--- src/rtl/palette_arbiter_pkg.sv ---
// Shared types and constants for the palette ROM arbiter: FSM state
// encoding, palette index/colour widths and the black index/colour.
package palette_arbiter_pkg;

    localparam int PAL_IDX_W   = 4;
    localparam int PAL_COLOR_W = 24;

    typedef enum logic [1:0] {
        ST_IDLE = 2'd0,
        ST_ADDR = 2'd1,
        ST_DATA = 2'd2
    } state_t;

    localparam logic [PAL_IDX_W-1:0]   IDX_BLACK   = 4'd7;
    localparam logic [PAL_COLOR_W-1:0] COLOR_BLACK = 24'h000000;

endpackage

--- src/rtl/palette_arbiter_rr_pick.sv ---
// Combinational round-robin picker: first set request at or above ptr,
// wrapping from NREQ-1 back to 0.
module palette_arbiter_rr_pick #(
    parameter int NREQ = 4,
    parameter int ID_W = $clog2(NREQ)
) (
    input  logic [NREQ-1:0] req,
    input  logic [ID_W-1:0] ptr,
    output logic [ID_W-1:0] winner,
    output logic            any
);

    // Two passes replace a modulo search: upper segment first, then the wrap.
    always_comb begin
        winner = '0;
        any    = 1'b0;
        for (int j = 0; j < NREQ; j++) begin
            if (!any && req[j] && (ID_W'(j) >= ptr)) begin
                any    = 1'b1;
                winner = ID_W'(j);
            end
        end
        for (int j = 0; j < NREQ; j++) begin
            if (!any && req[j] && (ID_W'(j) < ptr)) begin
                any    = 1'b1;
                winner = ID_W'(j);
            end
        end
    end

endmodule

--- src/rtl/palette_arbiter.sv ---
// Round-robin arbiter sharing one registered palette ROM among NREQ clients.
// Optional macro PALETTE_ARB_BLANK_EN adds a blank input that holds off grants.
module palette_arbiter
    import palette_arbiter_pkg::*;
#(
    parameter int NREQ    = 4,
    parameter int IDX_W   = PAL_IDX_W,
    parameter int COLOR_W = PAL_COLOR_W,
    parameter int ID_W    = $clog2(NREQ)
) (
    input  logic                  CLK,
    input  logic                  RST,
`ifdef PALETTE_ARB_BLANK_EN
    input  logic                  blank,
`endif
    input  logic [NREQ-1:0]       req,
    input  logic [NREQ*IDX_W-1:0] req_idx,
    output logic [NREQ-1:0]       gnt,
    output logic [IDX_W-1:0]      rom_sw,
    input  logic [COLOR_W-1:0]    rom_color,
    output logic                  rsp_valid,
    output logic [ID_W-1:0]       rsp_id,
    output logic [COLOR_W-1:0]    rsp_color
);

    state_t               state, state_nx;
    logic [ID_W-1:0]      cur_id, cur_id_nx;
    logic [ID_W-1:0]      rr_ptr, rr_ptr_nx;
    logic [NREQ-1:0]      gnt_nx;
    logic [IDX_W-1:0]     rom_sw_nx;
    logic                 rsp_valid_nx;
    logic [ID_W-1:0]      rsp_id_nx;
    logic [COLOR_W-1:0]   rsp_color_nx;
    logic [ID_W-1:0]      winner;
    logic                 any;
    logic                 arb_en;
    logic [IDX_W-1:0]     idx_arr [NREQ];

`ifdef PALETTE_ARB_BLANK_EN
    assign arb_en = !blank;
`else
    assign arb_en = 1'b1;
`endif

    always_comb begin
        for (int k = 0; k < NREQ; k++) begin
            idx_arr[k] = req_idx[k*IDX_W +: IDX_W];
        end
    end

    palette_arbiter_rr_pick #(
        .NREQ (NREQ),
        .ID_W (ID_W)
    ) u_pick (
        .req    (req),
        .ptr    (rr_ptr),
        .winner (winner),
        .any    (any)
    );

    always_ff @(posedge CLK or posedge RST) begin
        if (RST) state <= ST_IDLE;
        else     state <= state_nx;
    end

    always_comb begin
        state_nx = state;
        case (state)
            ST_IDLE: if (arb_en && any) state_nx = ST_ADDR;
            ST_ADDR: state_nx = ST_DATA;
            ST_DATA: state_nx = ST_IDLE;
            default: state_nx = ST_IDLE;
        endcase
    end

    // Next values of the registered outputs; requests are only looked at in IDLE.
    always_comb begin
        gnt_nx       = '0;
        rom_sw_nx    = rom_sw;
        cur_id_nx    = cur_id;
        rr_ptr_nx    = rr_ptr;
        rsp_valid_nx = 1'b0;
        rsp_id_nx    = rsp_id;
        rsp_color_nx = rsp_color;
        case (state)
            ST_IDLE: begin
                if (!arb_en) begin
                    rom_sw_nx = IDX_W'(IDX_BLACK);
                end else if (any) begin
                    rom_sw_nx = idx_arr[winner];
                    gnt_nx    = NREQ'(1) << winner;
                    cur_id_nx = winner;
                end
            end
            ST_DATA: begin
                rsp_valid_nx = 1'b1;
                rsp_id_nx    = cur_id;
                rsp_color_nx = rom_color;
                rr_ptr_nx    = (cur_id == ID_W'(NREQ-1)) ? '0 : cur_id + 1'b1;
            end
            default: ;
        endcase
    end

    always_ff @(posedge CLK or posedge RST) begin
        if (RST) begin
            gnt       <= '0;
            rom_sw    <= '0;
            cur_id    <= '0;
            rr_ptr    <= '0;
            rsp_valid <= 1'b0;
            rsp_id    <= '0;
            rsp_color <= COLOR_W'(COLOR_BLACK);
        end else begin
            gnt       <= gnt_nx;
            rom_sw    <= rom_sw_nx;
            cur_id    <= cur_id_nx;
            rr_ptr    <= rr_ptr_nx;
            rsp_valid <= rsp_valid_nx;
            rsp_id    <= rsp_id_nx;
            rsp_color <= rsp_color_nx;
        end
    end

endmodule

--- config.mk ---
export PLATFORM = sky130hd
export DESIGN_NAME = palette_arbiter
export DESIGN_NICKNAME = d
export VERILOG_FILES = /design/src/rtl/palette_arbiter_pkg.sv /design/src/rtl/palette_arbiter_rr_pick.sv /design/src/rtl/palette_arbiter.sv
export SDC_FILE = /design/constraint.sdc
export NUM_CORES = 1
export LEC_CHECK = 0
export CELL_PAD_IN_SITES_DETAIL_PLACEMENT = 0
export CELL_PAD_IN_SITES_GLOBAL_PLACEMENT = 2
export CORE_ASPECT_RATIO = 0.5
export CORE_MARGIN = 8
export CORE_UTILIZATION = 26
export DETAILED_ROUTE_END_ITERATION = 8
export PLACE_DENSITY = 0.88
export SLEW_MARGIN = 20
export SYNTH_ARGS = -nofsm -noshare
export SYNTH_HDL_FRONTEND = slang
export SYNTH_HIERARCHICAL = 1
export SYNTH_SLANG_ARGS = --single-unit
--- constraint.sdc ---
create_clock -name CLK -period 2.58 [get_ports CLK]
set_input_delay 0.516 -clock CLK [delete_from_list [all_inputs] [get_ports CLK]]
set_output_delay 0.516 -clock CLK [all_outputs]
set_load 0.01 [all_outputs]
== Yosys cells after proc, flatten, opt, wreduce, memory -nomap -nowiden ==
Cells that the tools add are included.
W data, S select, Z words.
Word-level totals
  register bits: 41
  input port bits: 46
  output and inout bits: 35
  logic and storage cells: 72
Operators by class
  $add $sub $neg: 1
  magnitude comparators: 9
  equal/unequal tests: 4
  shift-type cells: 1
  multiplexer cells: 24
  bitwise gates (word level): 1
  reductions and logical operators: 24
Operators with widths (count)
  $mux W2: 8
  $mux W4: 4
  $logic_and A1 B1 Y1: 15
  $mux W1: 10
  $bmux W4 S2: 1
  $logic_not A1 Y1: 7
  $eq A2 B2 Y1 const B: 2
  $ge A1 B2 Y1 const A: 2
  $ge A2 B2 Y1 const A: 2
  $lt A1 B2 Y1 const A: 2
  $lt A2 B2 Y1 const A: 2
  $pmux W2 S2: 1
  $shl A1 B2 Y4 const A: 1
  $ge A3 B3 Y1 const B: 1
  $not A2 Y3: 1
  $add A2 B1 Y2 const B: 1
  $eq A2 B1 Y1 const B: 1
  $logic_not A2 Y1: 1
  $ne A2 B2 Y1 const B: 1
  $reduce_and A2 Y1: 1

== Longest topological paths before layout ==
  word-level depth: 35
  gate-level depth with buffers: 6
  mapped depth without buffers: 5

== By module ==
The synthesis kept the hierarchy.
By module, submodules not included
  palette_arbiter: instances 1, cells an instance 95, area an instance 1634.1 um^2, seq. area each 1026.0 um^2
  palette_arbiter_rr_pick: instances 1, cells an instance 12, area an instance 80.1 um^2, seq. area each 0.0 um^2

== Worst setup path before layout ==
No wires, ideal clock.
  path kind: input port to flip-flop
  start point: in req[3]
  end point: reg rom_sw[3]
  setup time: 125 ps
  arrival time: 1761 ps
  required time: 2455 ps
  slack: 694 ps
  stages on the path: 5
  path buffers: 1
  cells stage by stage: mux2i_1 > a221oi_2 > buf_6 > mux4_2 > mux2_4
Between the ends
  longest elaborated chain between the ends: 23
  elaborated cells on any way between the ends: 29
  classes of those cells: 13 x mux; 1 x bitwise; 15 x reduce/logical
RTL lines
  start: declaration: RTL line palette_arbiter.sv:16  | input logic [NREQ-1:0] req,
  $logic_and A1 B1 Y1 (2 in series): RTL line palette_arbiter_rr_pick.sv:18  | if (!any && req[j] && (ID_W'(j) >= ptr)) begin
  $mux W1: RTL line palette_arbiter_rr_pick.sv:18
  $logic_not A1 Y1: RTL line palette_arbiter_rr_pick.sv:24  | if (!any && req[j] && (ID_W'(j) < ptr)) begin
  $logic_and A1 B1 Y1 (2 in series): RTL line palette_arbiter_rr_pick.sv:24
  $mux W1: RTL line palette_arbiter_rr_pick.sv:24
  $logic_not A1 Y1: RTL line palette_arbiter_rr_pick.sv:24
  $logic_and A1 B1 Y1 (2 in series): RTL line palette_arbiter_rr_pick.sv:24
  $mux W1: RTL line palette_arbiter_rr_pick.sv:24
  (+3 left out)
  $mux W1: RTL line palette_arbiter_rr_pick.sv:24
  $logic_not A1 Y1: RTL line palette_arbiter_rr_pick.sv:24
  $logic_and A1 B1 Y1 (2 in series): RTL line palette_arbiter_rr_pick.sv:24
  $mux W2 *: RTL line palette_arbiter_rr_pick.sv:24
  named net winner[0]: RTL line palette_arbiter.sv:34  | logic [ID_W-1:0] winner;
  $not A2 Y3 (implied by the code) *: RTL line palette_arbiter.sv:90  | rom_sw_nx = idx_arr[winner];
  $bmux W4 S2 *: RTL line palette_arbiter.sv:90
  $mux W4 (implied by the code) * (2 in series): RTL line palette_arbiter.sv:90
  end signal: assignment: RTL line palette_arbiter.sv:116  | rom_sw <= rom_sw_nx;
  end: declaration: RTL line palette_arbiter.sv:19  | output logic [IDX_W-1:0] rom_sw,
Mark *: on every way through the listed nets, which the timed path passes. The rest lies on a longest branch. The select of a mux whose other input is x is not followed.
A chain may end at the register's enable or synchronous reset.

== Final worst setup path ==
  start point: in req[3]
  end point: reg rom_sw[0]
Same word-level chain as after synthesis.

==> results.sh <==
export IMPL_status="finished, final reports clean"
export IMPL_place_hpwl_mm=3.18
export IMPL_combinationalPowerShare_pct=45.0
export IMPL_synth_xor_area_share_pct=0
export IMPL_synth_top_area_cell="dfrtp_1"
export IMPL_maxCapViolCount=0
export IMPL_diodes=0
export IMPL_synth_cell_types=23
export IMPL_rows=21
export IMPL_worstPathArrival_ns=2.42
export IMPL_met3_length_um=118
export IMPL_cp_end_kind="flip-flop"
export IMPL_powerDensity_nw_per_um2=1210
export IMPL_clock_latency_ns=0.28
export IMPL_grtUsageTotal_pct=8.51
export IMPL_place_area_um2=2640
export IMPL_critPathKind="in2reg"
export IMPL_layout_drive_gt1_share_pct=29.4
export IMPL_synth_top_family_by_area="multiplexers"
export IMPL_crit_path_start_kind="primary input"
export IMPL_start_util_pct=26.2
export IMPL_netSwitchingFraction_pct=28.2
export IMPL_cts_setup_buffers=0
export IMPL_synth_area_leaders="dfrtp_1, mux2_2, mux4_2"
export IMPL_period_needed_ns=2.26
export IMPL_netSwitchingPower_w=0.000960
export IMPL_r2r_slack_ns=0.59
export IMPL_ys_ff_latch=41
export IMPL_r2r_end="rom_sw[0]"
export IMPL_via_count=1160
export IMPL_clk_pin_slew_worst_paths_ns=0.06
export IMPL_die_w_um=131
export IMPL_yosys_area_share_adder_pct=0.730
export IMPL_tightest_slew_ns=0.600
export IMPL_synth_top_area_share_pct=59.9
export IMPL_synthMuxAreaShare_pct=29.6
export IMPL_cellInternalPower_w=0.00244
export IMPL_ctsHoldBuffers=0
export IMPL_ys_warn_count=6
export IMPL_antenna_found_initial=0
export IMPL_synthesis_area_um2=1710
export IMPL_fin_crit_sh_pct=87.5
export IMPL_hold_path_class="reg2reg"
export IMPL_avgSynthCellArea_um2=16.0
export IMPL_min_to="state[1]"
export IMPL_r2r_start="rr_ptr[1]"
export IMPL_rsz0062_at_grt="no"
export IMPL_peakVddDrop_v=0.000362
export IMPL_fmax_ghz=0.443
export IMPL_die_h_um=73.4
export IMPL_fin_nets=240
export IMPL_root_buffer="clkbuf_16"
export IMPL_cts_buffer_depth=2
export IMPL_final_common_cell="clkdlybuf4s50_1"
export IMPL_pin_count=81
export IMPL_reg2reg_depth=5
export IMPL_htree_levels=2
export IMPL_ys_seq_area_share_pct=59.9
export IMPL_hold_start="state[1]"
export IMPL_maxSlewViolCount=0
export IMPL_tns_ns=0
export IMPL_grt_max_degree=42
export IMPL_synth_cells=107
export IMPL_initialDrtViolationCount=46
export IMPL_p_clk_share_pct=21.2
export IMPL_post_cts_resized=0
export IMPL_cts_tree="yes"
export IMPL_wl_met1_mm=1.56
export IMPL_grt_pass1_vias=1248
export IMPL_wl_per_cell_um=14.3
export IMPL_slew_headroom_pct=59.8
export IMPL_layout_common_cells="clkdlybuf4s50_1, dfrtp_1, mux2_2, clkbuf_16"
export IMPL_syn2layout_area_growth_pct=64.5
export IMPL_wl_met2_mm=2.38
export IMPL_die_area_um2=9600
export IMPL_clock_sinks=41
export IMPL_routed_via_density=4.06
export IMPL_top_layer="met4"
export IMPL_cp_max_fo=9
export IMPL_numPortBuffers=80
export IMPL_grt_overflow=0
export IMPL_final_cell_area_um2=2820
export IMPL_drtPass1Iterations=4
export IMPL_hold_viol=0
export IMPL_power_share_sequential_pct=33.8
export IMPL_final_antenna_net_count=0
export IMPL_skew_ns=0.00247
export IMPL_instances_no_fill=286
export IMPL_gp_congestion=0.663
export IMPL_fillers=581
export IMPL_core_area_um2=6540
export IMPL_drc_errors=0
export IMPL_yosys_area_share_simple_pct=5.04
export IMPL_required_ns=2.74
export IMPL_cts_buffers=5
export IMPL_wl_mm=4.09
export IMPL_dp_cells=278
export IMPL_power_leakage_nw=1.16
export IMPL_finalSetupViolCount=0
export IMPL_grt_pass1_wl_mm=6.49
export IMPL_hold_depth=1
export IMPL_syn_nets=154
export IMPL_synth_compound_area_share_pct=1.97
worst max-delay path: stages:
cell,delay (ns)
clkdlybuf4s50_1,0.53
mux2i_1,0.12
a221oi_2,0.27
buf_4,0.21
mux4_2,0.50
mux2_4,0.26
how the worst max path moves through the flow:
stage | from | to | slack, ns | cells past startpoint
floorplan | req[3] | rom_sw[3] | 0.69 | 5
detailed placement | req[3] | rom_sw[3] | 0.02 | 6
global placement | req[3] | rom_sw[3] | 0.1 | 6
CTS | req[3] | rom_sw[0] | 0.31 | 6
finish | req[3] | rom_sw[0] | 0.32 | 6
global route | req[3] | rom_sw[3] | 0.22 | 6
synthesized netlist by cell type:
library cell and count:
dfrtp_1 41, mux2_2 30, mux2_4 4, mux4_2 4
nor2_1 3, and3b_2 2, buf_2 2, buf_4 2
inv_1 2, mux2i_1 2, nand2_1 2, nor2b_1 2
a21oi_1 1, a221oi_1 1, a221oi_2 1, and3_2 1
buf_6 1, clkbuf_1 1, ha_1 1, nand3b_1 1
nor3b_1 1, nor3b_2 1, o21ai_0 1
metal layers:
layer	vias to the layer above	global-route usage, %
met5	-	0
met4	0	2.65
met3	4	1.67
met2	15	16.2
met1	588	9.36
li1	553	-
cell type report:
| cell class | count | area, um2 | area share [%] |
|---|---|---|---|
| well taps | 92 | 115 | 4.08 |
| inverters | 2 | 7.51 | 0.266 |
| multi-input cells | 58 | 643 | 22.8 |
| repair buffers | 85 | 851 | 30.2 |
| clock buffers | 6 | 139 | 4.93 |
| clock inverters | 2 | 37.5 | 1.33 |
| flip-flops and latches | 41 | 1030 | 36.4 |
through the flow:
step / power, W / setup WS (ns) / utilization, % / hold WS, ns
2_1_floorplan: 0.00194 / 0.694 / - / 0.438
3_3_place_gp: 0.00268 / 0.0984 / 40.4 / 0.454
3_5_place_dp: 0.00272 / 0.0236 / 40.4 / 0.465
4_1_cts: 0.00347 / 0.313 / 43.1 / 0.474
5_1_grt: 0.00360 / 0.220 / 43.1 / 0.505
6_report: 0.00340 / 0.321 / 43.1 / 0.475
flip-flops by register name, summed over array words and instances (netlist names):
signal and count:
rsp_color 24, rom_sw 4, rsp_id 2, cur_id 2, state 2, rsp_valid 1
gnt 4, rr_ptr 2
cell families (layout without fill, tap and decap cells):
family / count (synthesis) / after routing
flops: 41 / 41
mux: 40 / 40
simple gates: 13 / 13
buf+inv: 8 / 95
compound gates: 4 / 4
fa+ha+maj: 1 / 1
power groups by stage:
| stage | registers [W] | clock network (W) | logic [W] |
|---|---|---|---|
| after CTS | 0.00115 | 0.000749 | 0.00157 |
| after global routing | 0.00120 | 0.000766 | 0.00163 |
| after detailed placement | 0.00116 | 0 | 0.00156 |
| after global placement | 0.00115 | 0 | 0.00154 |
| after floorplan | 0.00126 | 0 | 0.000680 |
| final | 0.00115 | 0.000721 | 0.00153 |
(Power assumes the default switching activity.)
